--- config.mk ---
export PLATFORM = sky130hd
export DESIGN_NAME = issue_queue_ctrl
export DESIGN_NICKNAME = d
export VERILOG_FILES = /design/src/rtl/gemini_issue_pkg.sv /design/src/rtl/issue_pair_check.sv /design/src/rtl/issue_queue_ctrl.sv
export SDC_FILE = /design/constraint.sdc
export NUM_CORES = 2
export LEC_CHECK = 0
export CAP_MARGIN = 0
export CORE_UTILIZATION = 55
export CTS_BUF_LIST = sky130_fd_sc_hd__clkbuf_8
export CTS_CLUSTER_DIAMETER = 120
export DETAILED_ROUTE_END_ITERATION = 7
export PLACE_DENSITY = 0.8
export SETUP_SLACK_MARGIN = 0.02
export SLEW_MARGIN = 15
export SYNTH_ARGS = -nofsm -noshare
export SYNTH_HDL_FRONTEND = slang
export SYNTH_SLANG_ARGS = --single-unit
--- constraint.sdc ---
create_clock -name clk -period 11.63 [get_ports clk]
set_input_delay 2.9075 -clock clk [delete_from_list [all_inputs] [get_ports clk]]
set_output_delay 2.9075 -clock clk [all_outputs]
set_load 0.01 [all_outputs]
--- src/rtl/gemini_issue_pkg.sv ---
// rtl/gemini_issue_pkg.sv - entry layout and pairing helpers shared by the issue queue
// Entry fields, MSB to LSB: pc, inst, imme, rs, rt, w_reg_dst, op_code,
// w_reg_ena, is_branch, is_j_imme, is_jr, is_ls, then 6 pad bits.
package gemini_issue_pkg;

  localparam int ENTRY_W = 112;

  localparam int PC_LSB     = 80;
  localparam int INST_LSB   = 48;
  localparam int IMME_LSB   = 32;
  localparam int RS_LSB     = 27;
  localparam int RT_LSB     = 22;
  localparam int DST_LSB    = 17;
  localparam int OPCODE_LSB = 11;
  localparam int WENA_BIT   = 10;
  localparam int BRANCH_BIT = 9;
  localparam int JIMME_BIT  = 8;
  localparam int JR_BIT     = 7;
  localparam int LS_BIT     = 6;

  typedef struct packed {
    logic [31:0] pc;
    logic [31:0] inst;
    logic [15:0] imme;
    logic [4:0]  rs;
    logic [4:0]  rt;
    logic [4:0]  w_reg_dst;
    logic [5:0]  op_code;
    logic        w_reg_ena;
    logic        is_branch;
    logic        is_j_imme;
    logic        is_jr;
    logic        is_ls;
    logic [5:0]  pad;
  } entry_t;

  function automatic logic is_ctrl(entry_t e);
    return e.is_branch | e.is_j_imme | e.is_jr;
  endfunction

  // RAW or WAW of e1 against the register e0 writes; r0 never creates a hazard
  function automatic logic dual_hazard(entry_t e0, entry_t e1);
    logic writes;
    logic raw;
    logic waw;
    writes = e0.w_reg_ena && (e0.w_reg_dst != 5'd0);
    raw    = writes && ((e0.w_reg_dst == e1.rs) || (e0.w_reg_dst == e1.rt));
    waw    = writes && e1.w_reg_ena && (e0.w_reg_dst == e1.w_reg_dst);
    return raw | waw;
  endfunction

endpackage

--- src/rtl/issue_pair_check.sv ---
// rtl/issue_pair_check.sv - combinational pairing rules for the two head entries
// e0, e1   : oldest and second-oldest queue entries (e1 meaningless when count<2)
// count    : queue occupancy
// iss0_ok  : head may issue (ignores stall/flush and the branch-pair hazard wait)
// iss1_ok  : second entry may issue alongside the head
module issue_pair_check
  import gemini_issue_pkg::*;
#(
  parameter int PTR_W = 3
) (
  input  entry_t           e0,
  input  entry_t           e1,
  input  logic [PTR_W:0]   count,
  output logic             iss0_ok,
  output logic             iss1_ok
);

  localparam logic [PTR_W:0] TWO = (PTR_W+1)'(2);

  logic ctrl0;
  logic ctrl1;
  logic both_ls;
  logic haz;
  logic has_two;
  logic unused_fields;

  assign ctrl0   = is_ctrl(e0);
  assign ctrl1   = is_ctrl(e1);
  assign both_ls = e0.is_ls & e1.is_ls;
  assign haz     = dual_hazard(e0, e1);
  assign has_two = (count >= TWO);

  // a lone branch waits for its delay slot so the pair leaves together
  assign iss0_ok = (count != '0) && !(ctrl0 && !has_two);

  // behind a branch the delay slot always rides along; register hazards in
  // that case are resolved by a one-cycle wait in the parent, not a split
  assign iss1_ok = iss0_ok && has_two && !ctrl1 &&
                   (ctrl0 || (!haz && !both_ls));

  assign unused_fields = ^{e0.pc, e0.inst, e0.imme, e0.op_code, e0.pad,
                           e1.pc, e1.inst, e1.imme, e1.op_code, e1.pad,
                           e1.is_ls ^ e1.is_ls};

endmodule

--- src/rtl/issue_queue_ctrl.sv ---
// rtl/issue_queue_ctrl.sv - dual-issue queue between id1 and the two issue_id2 registers
// clk, rst          : clock, synchronous active-high reset
// flush, stall      : empty the queue / hold all entries
// in0_*, in1_*      : up to two decoded entries per cycle from id1 (in1 younger)
// in_ready          : at least two free entries
// iss0_*, iss1_*    : issue slots; entry is zero when the slot is not valid
// q_count           : current occupancy
module issue_queue_ctrl
  import gemini_issue_pkg::*;
#(
  parameter int DEPTH = 8,
  parameter int PTR_W = 3
) (
  input  logic               clk,
  input  logic               rst,
  input  logic               flush,
  input  logic               stall,
  input  logic               in0_valid,
  input  logic [ENTRY_W-1:0] in0_entry,
  input  logic               in1_valid,
  input  logic [ENTRY_W-1:0] in1_entry,
  output logic               in_ready,
  output logic               iss0_valid,
  output logic [ENTRY_W-1:0] iss0_entry,
  output logic               iss1_valid,
  output logic [ENTRY_W-1:0] iss1_entry,
  output logic [PTR_W:0]     q_count
);

  localparam logic [PTR_W-1:0] ONE    = PTR_W'(1);
  localparam logic [PTR_W:0]   TWO    = (PTR_W+1)'(2);
  localparam logic [PTR_W:0]   RDY_LIM = (PTR_W+1)'(DEPTH - 2);

  entry_t           mem [DEPTH];
  logic [PTR_W-1:0] head;
  logic [PTR_W-1:0] tail;
  logic [PTR_W:0]   count;
  logic             pair_waited;

  entry_t     e0;
  entry_t     e1;
  logic       iss0_ok;
  logic       iss1_ok;
  logic       ctrl_pair_haz;
  logic       hold;
  logic       enq;
  logic [1:0] enq_n;
  logic [1:0] deq_n;

  assign e0 = mem[head];
  assign e1 = mem[head + ONE];

  issue_pair_check #(.PTR_W(PTR_W)) u_pair_check (
    .e0      (e0),
    .e1      (e1),
    .count   (count),
    .iss0_ok (iss0_ok),
    .iss1_ok (iss1_ok)
  );

  // branch with a register hazard against its delay slot: stall both slots
  // for one unstalled cycle, then release the pair together
  assign ctrl_pair_haz = (count >= TWO) && is_ctrl(e0) && dual_hazard(e0, e1);
  assign hold          = ctrl_pair_haz && !pair_waited;

  assign iss0_valid = iss0_ok && !stall && !flush && !hold;
  assign iss1_valid = iss0_valid && iss1_ok;
  assign iss0_entry = iss0_valid ? e0 : '0;
  assign iss1_entry = iss1_valid ? e1 : '0;

  // from registered occupancy only, so it never depends on this cycle's issue
  assign in_ready = (count <= RDY_LIM);
  assign q_count  = count;

  assign enq   = in_ready && in0_valid && !flush && !rst;
  assign enq_n = enq ? (in1_valid ? 2'd2 : 2'd1) : 2'd0;
  assign deq_n = {1'b0, iss0_valid} + {1'b0, iss1_valid};

  always_ff @(posedge clk) begin
    if (rst || flush) begin
      head        <= '0;
      tail        <= '0;
      count       <= '0;
      pair_waited <= 1'b0;
    end else begin
      head  <= head + PTR_W'(deq_n);
      tail  <= tail + PTR_W'(enq_n);
      count <= count + (PTR_W+1)'(enq_n) - (PTR_W+1)'(deq_n);
      if (iss0_valid) begin
        pair_waited <= 1'b0;
      end else if (ctrl_pair_haz && !stall) begin
        pair_waited <= 1'b1;
      end
    end
  end

  always_ff @(posedge clk) begin
    if (enq) begin
      mem[tail] <= entry_t'(in0_entry);
      if (in1_valid) begin
        mem[tail + ONE] <= entry_t'(in1_entry);
      end
    end
  end

endmodule

# --- Word level (Yosys, flattened, before mapping) ---
# Memories as Yosys holds them, arrays and structs flattened. A register that Yosys moved wholly into a read port is not among the register bits.
# Cells that the tools add are included.
classes:
  mux: 10
  eq_ne: 3
  bitwise: 6
  n_reduce_logical: 37
  add_sub_neg: 7
  order_cmp: 2
op_table:
  columns: ["op", "n"]
  rows:
  - ["112-bit 2-to-1 mux", 2]
  - ["1-bit logical AND", 21]
  - ["5-bit equality test", 3]
  - ["1-bit logical NOT", 10]
  - ["3-bit by 1-bit adder with 3-bit output (second input constant)", 2]
  - ["3-bit by 2-bit adder with 3-bit output", 2]
  - ["1-bit 2-to-1 mux", 5]
  - ["1-bit bitwise OR", 5]
  - ["5-bit nonzero test", 1]
  - ["4-bit by 2-bit adder with 4-bit output", 1]
  - ["4-bit by 2-bit greater-or-equal comparator with 1-bit output (second input constant)", 1]
  - ["4-bit by 3-bit <= comparator with 1-bit output (second input constant)", 1]
  - ["2-bit 2-to-1 mux", 2]
  - ["4-bit nonzero test", 1]
  - ["4-bit by 2-bit subtractor with 4-bit output", 1]
  - ["1-bit logical OR", 3]
  - ["3-bit 2-to-1 mux", 1]
  - ["1-bit by 1-bit adder with 2-bit output", 1]
  - ["2-bit OR reduction", 1]
  - ["1-bit AND", 1]
word_totals:
  mem_count: 1
  regBits: 11
  output_inout_bits: 231
  ram_bits: 896
  wordCells: 70
memory_table:
  columns: ["name", "depth", "width", "read_ports", "rd_clocked_by_memory_dff", "wr", "line", "source"]
  rows:
  - ["mem", 8, 112, 2, 1, 2, "issue_queue_ctrl.sv:34", "entry_t mem [DEPTH];"]

# --- Logic depth before layout (Yosys ltp) ---
# An unclocked memory read counts as a cell.
depth:
  depth_word: 14
  depth_mapped: 20

# --- Cells and area by module ---
# From an unflattened synthesis, not the netlist that was laid out.
unflattened:
  hier_cells: 4051
  hier_area_um2: 57219.9
modules_own_cells:
  columns: ["module", "instances", "area_each_um2", "seq_area_each_um2", "cells_per_inst"]
  rows:
  - ["issue_queue_ctrl", 1, 56980.9, 27126.0, 4019]
  - ["issue_pair_check", 1, 239.0, 0.0, 32]

# --- Worst setup path after synthesis ---
# Ideal clock, no wire load.
synth_timing:
  kind: "input -> register"
  startpoint: "input port rst"
  endpoint: "memory mem[1][0] (netlist name) (enable)"
  n_path_buf: 0
  arrival_ns: 11.627
  setup_time_ns: 0.747
  cell_stages: 4
  setup_slack_ns: -0.744
  path_cell_list: "nor2_1 > and3_1 > nand2_1 > o31ai_1"
synth_lines:
  columns: ["element", "line", "source"]
  rows:
  - ["from (decl)", "issue_queue_ctrl.sv:15", "input logic rst,"]
  - ["to (decl)", "issue_queue_ctrl.sv:34", null]

# --- Worst setup path in the final report ---
layout_timing:
  startpoint: "register head[1]"
  endpoint: "output port iss0_entry[83]"
layout_between:
  elab_chain_cells: 11
  word_cells_on_any_way: 15
  cone_classes: "add/sub (1); eq/ne (3); mux (1); bitwise (1); reduce/logical (8); memory (1)"
layout_lines:
  columns: ["element", "line", "source"]
  rows:
  - ["from (decl)", "issue_queue_ctrl.sv:35", "logic [PTR_W-1:0] head;"]
  - ["from (signal assigned)", "issue_queue_ctrl.sv:86", "head <= head + PTR_W'(deq_n);"]
  - ["3-bit by 1-bit adder with 3-bit output (*)", "issue_queue_ctrl.sv:51", "assign e1 = mem[head + ONE];"]
  - ["memory read 8 x 112 bit (*)", null, null]
  - ["5-bit equality test", "gemini_issue_pkg.sv:47", "raw = writes && ((e0.w_reg_dst == e1.rs) || (e0.w_reg_dst == e1.rt));"]
  - ["1-bit logical OR", "gemini_issue_pkg.sv:47", null]
  - ["1-bit logical AND", "gemini_issue_pkg.sv:47", null]
  - ["1-bit bitwise OR (*)", "gemini_issue_pkg.sv:49", "return raw | waw;"]
  - ["1-bit logical AND (*)", "issue_queue_ctrl.sv:63", "assign ctrl_pair_haz = (count >= TWO) && is_ctrl(e0) && dual_hazard(e0, e1);"]
  - ["1-bit logical AND (*)", "issue_queue_ctrl.sv:64", "assign hold = ctrl_pair_haz && !pair_waited;"]
  - ["1-bit logical NOT (*)", "issue_queue_ctrl.sv:66", "assign iss0_valid = iss0_ok && !stall && !flush && !hold;"]
  - ["1-bit logical AND (*)", "issue_queue_ctrl.sv:66", null]
  - ["112-bit 2-to-1 mux (*)", "issue_queue_ctrl.sv:68", "assign iss0_entry = iss0_valid ? e0 : '0;"]
  - ["to (decl)", "issue_queue_ctrl.sv:24", "output logic [ENTRY_W-1:0] iss0_entry,"]
# Mark *: on every way between the ends. The rest lies on a longest branch, timed or not.

==> summary.md <==
| Metric | Value |
|---|---|
| Antenna violations before repair | `43` |
| WL final | `155800 µm` |
| Layout Utilization | `64.39%` |
| Worst VDD drop | `around 0.000095 V` |
| CP Cell Sequence | `ha_4, buf_4, mux2i_1, mux4_2, xor2_1, nand4_1, a221oi_1, nor3_2, o21bai_4, buf_12, buf_4, nor2_1, clkdlybuf4s50_1` |
| Max Freq | `around 0.10 GHz` |
| Synth top cells by count | `edfxtp_1 (896), mux2_2 (896), mux4_2 (457)` |
| Final hold slack | `~660 ps` |
| NetSw | `between 1.5 and 2 mW` |
| Switching share of power | `a little under a quarter` |
| Hold EP | `pair_waited` |
| Reg-to-Reg Start | `head[1]` |
| WL/cell | `30.98 µm` |
| Crit-path leading delay family | `buffers and inverters` |
| Total internal power | `between 5 and 6 mW` |
| Worst Skew | `27.55 ps` |
| Type of origin of the critical path | `register` |
| Lkg Pwr | `between 15 and 20 nW` |
| Hold Crit Start | `pair_waited` |
| Pins Over Slew Limit | `0` |
| FF-to-FF setup slack | `~5000 ps` |
| Reg power frac | `a little over half` |
| IO buf count | `approximately 460` |
| DR DRC count | `0` |
| Post-synthesis sequential area ratio | `slightly above 50%` |
| Die span in x | `314.4 µm` |
| Worst skew pair latency | `830 ps` |
| Largest net degree at the start of global routing | `around 140` |
| Root Driver | `clkbuf_8` |
| Setup Crit Path Kind | `register to output pin` |
| Mapped Cells | `3195` |
| Synth top area share | `50.12%` |
| I/O pin total | `461` |
| Clock-pin slew on the worst setup and hold paths | `60 ps` |
| Grt ovf | `0` |
| First-pass GRT wire length | `229100 µm` |
| Max cap viols | `0` |
| Post-cts resize count | `0` |
| Fill count | `6727` |
| Hold Path Class | `register to register` |
| Cell depth of the worst hold path | `3` |
| Post-synth ARST share | `0%` |
| Post-CTS Hold Buffers | `0` |
| Vias in the first global route | `36278` |
| P&R area growth vs syn | `16.01%` |
| Slowest CP cell | `dfxtp_4` |
| ANT nets after route | `0` |
| Critical Path Fanout Max | `51` |
| Drt initial violations | `3459` |
| Layout Nets | `3844` |
| Primary FF master, synth | `edfxtp_1` |
| Synthesis-stage register bit count | `between 900 and 1000` |
| Status | `finished, final reports clean` |
| Arr. time, crit path | `6660 ps` |
| PwrDens | `111.2 nW/µm²` |
| CP required | `8720 ps` |
| Synth area leader | `edfxtp_1` |
| DR vias | `~34000` |
| Via-to-Cell Ratio | `6.780` |
| Crit-path most repeated cell | `buf_4` |
| Mapped cell area | `53680 µm²` |
| CTS Buf Count | `156` |
| Gp weighted congestion | `0.8419` |
| FP Rows | `114` |
| H-tree levels | `4` |
| Crit path from | `head[1]` |
| Yosys warning count | `0` |
| Crit share post-route | `82.25%` |
| R2R cell count | `17` |
| Finish-stage setup viols | `0` |
| Slew HR | `12.32%` |
| Clk buf depth | `3` |
| CTS tree | `yes` |
| Worst slew pin tran | `1312 ps` |
| Top cells by area, synth | `edfxtp_1 (50%), mux4_2 (19%), mux2_2 (19%)` |
| HPWL Detailed | `a little over 90000 µm` |
| Logic pwr share | `8.9%` |
| CP bufs+invs | `4` |
| RSZ-0062 raised after global routing | `no` |
| Post-synth EDFFs | `896` |
| Mean Syn Cell Area | `roughly 17 µm²` |
| Setup TNS | `0 ps` |
| Reg-to-reg endpoint | `q_count[3]` |
| Post-CTS Setup Bufs | `0` |
| Core area | `96710 µm²` |
| Initial core utilization | `55.51%` |
| Die Y-Extent | `314.4 µm` |
| Die Area | `98850 µm²` |
| Final Hold Viols | `0` |
| Sink Count | `907` |
| Layout cell share with drive strength beyond 1 | `44.52%` |
| Max incr delay on CP | `910 ps` |
| Post-synthesis cell type count | `46` |
| Drt first pass iters | `6` |
| Clock power share | `38.5%` |
| Crit. End Element | `output pin` |
| Global Route Usage Sum | `approximately a third` |
| Min Tclk post-route | `between 9000 and 10000 ps` |
## tightest hold or removal path, delay by kind of cell, from the launching register on
family,cells,cell delay [ps]
and+or+nand+nor,2,130
AOI/OAI and AO/OA,1,140
DFF,1,350
## layer usage
layer	global-route usage [%]	vias to the layer above	routed length [µm]
met5	0	-	241
met4	14.24	40	5695
met3	7.569	390	15370
met2	52.64	1927	78350
met1	38.89	17714	56140
li1	-	14028	-
## kinds of logic after synthesis
logic type / Yosys count / synth area share (%)
AOI/OAI and AO/OA: 137 / 1.615
xor gates and xnor gates: 39 / 0.6364
adders and majority gates: 14 / 0.3823
buffers and inverters: 288 / 2.375
DFF: 907 / 50.53
muxes: 1619 / 42.93
other: 1 / 0.006986
and+or+nand+nor: 190 / 1.517
## through the flow
stage | std cells | worst slack, ps | total power [mW] | area (µm²)
2_1_floorplan | 3197 | -382.4 | 4.051 | 53700
3_3_place_gp | 4717 | 2623 | 4.287 | 59380
3_5_place_dp | 4717 | 2553 | 4.314 | 59380
4_1_cts | 4997 | 1616 | 6.948 | 62160
5_1_grt | 5017 | 1714 | 7.125 | 62240
6_report | 5029 | 2064 | 6.922 | 62270
## area by class of cell
cell class / instances / area, µm² / area share, %
repair buffers: 520 / 5134 / 8.244
well taps: 1276 / 1597 / 2.564
diodes: 31 / 77.57 / 0.1246
inverters: 13 / 53.80 / 0.08640
flip-flops and latches: 907 / 27130 / 43.57
multi-input cells: 2002 / 25490 / 40.94
clock buffers: 160 / 2202 / 3.536
clock inverters: 120 / 579.3 / 0.9303
## power by group through the flow
| stage | Combinational, mW | Sequential [mW] | Clock, mW |
|---|---|---|---|
| CTS | 0.610 | 3.64 | 2.70 |
| detailed placement | 0.605 | 3.71 | 0 |
| floorplan | 0.344 | 3.71 | 0 |
| global route | 0.653 | 3.64 | 2.83 |
| global placement | 0.581 | 3.71 | 0 |
| finish | 0.614 | 3.64 | 2.67 |
## state kept, by name (all words and copies together), names as in the netlist
register	flops
pair_waited	1
q_count	4
head	3
tail	3
mem	896
## worst max-delay path by stage
stage                endpoint  slack, ps  cells after the start
6_report       iss0_entry[83]       2060                     13
4_1_cts        iss0_entry[83]       1620                     13
3_5_place_dp   iss0_entry[83]       2550                     13
3_3_place_gp   iss0_entry[83]       2620                     13
2_1_floorplan       mem[6][0]       -380                      4
5_1_grt        iss0_entry[83]       1710                     13
## cell usage in the layout, fill, tap and decap left out, types with 30 or more instances in the layout
| cell | n |
|---|---|
| mux4_2 | 457 |
| mux2_2 | 896 |
| diode_2 | 31 |
| clkinv_1 | 42 |
| buf_4 | 56 |
| edfxtp_1 | 896 |
| a21oi_1 | 85 |
| mux2i_1 | 266 |
| clkbuf_8 | 160 |
| inv_1 | 66 |
| a21oi_2 | 30 |
| nor2_1 | 132 |
| clkdlybuf4s50_1 | 457 |
Power figures use the tool's default switching activity.
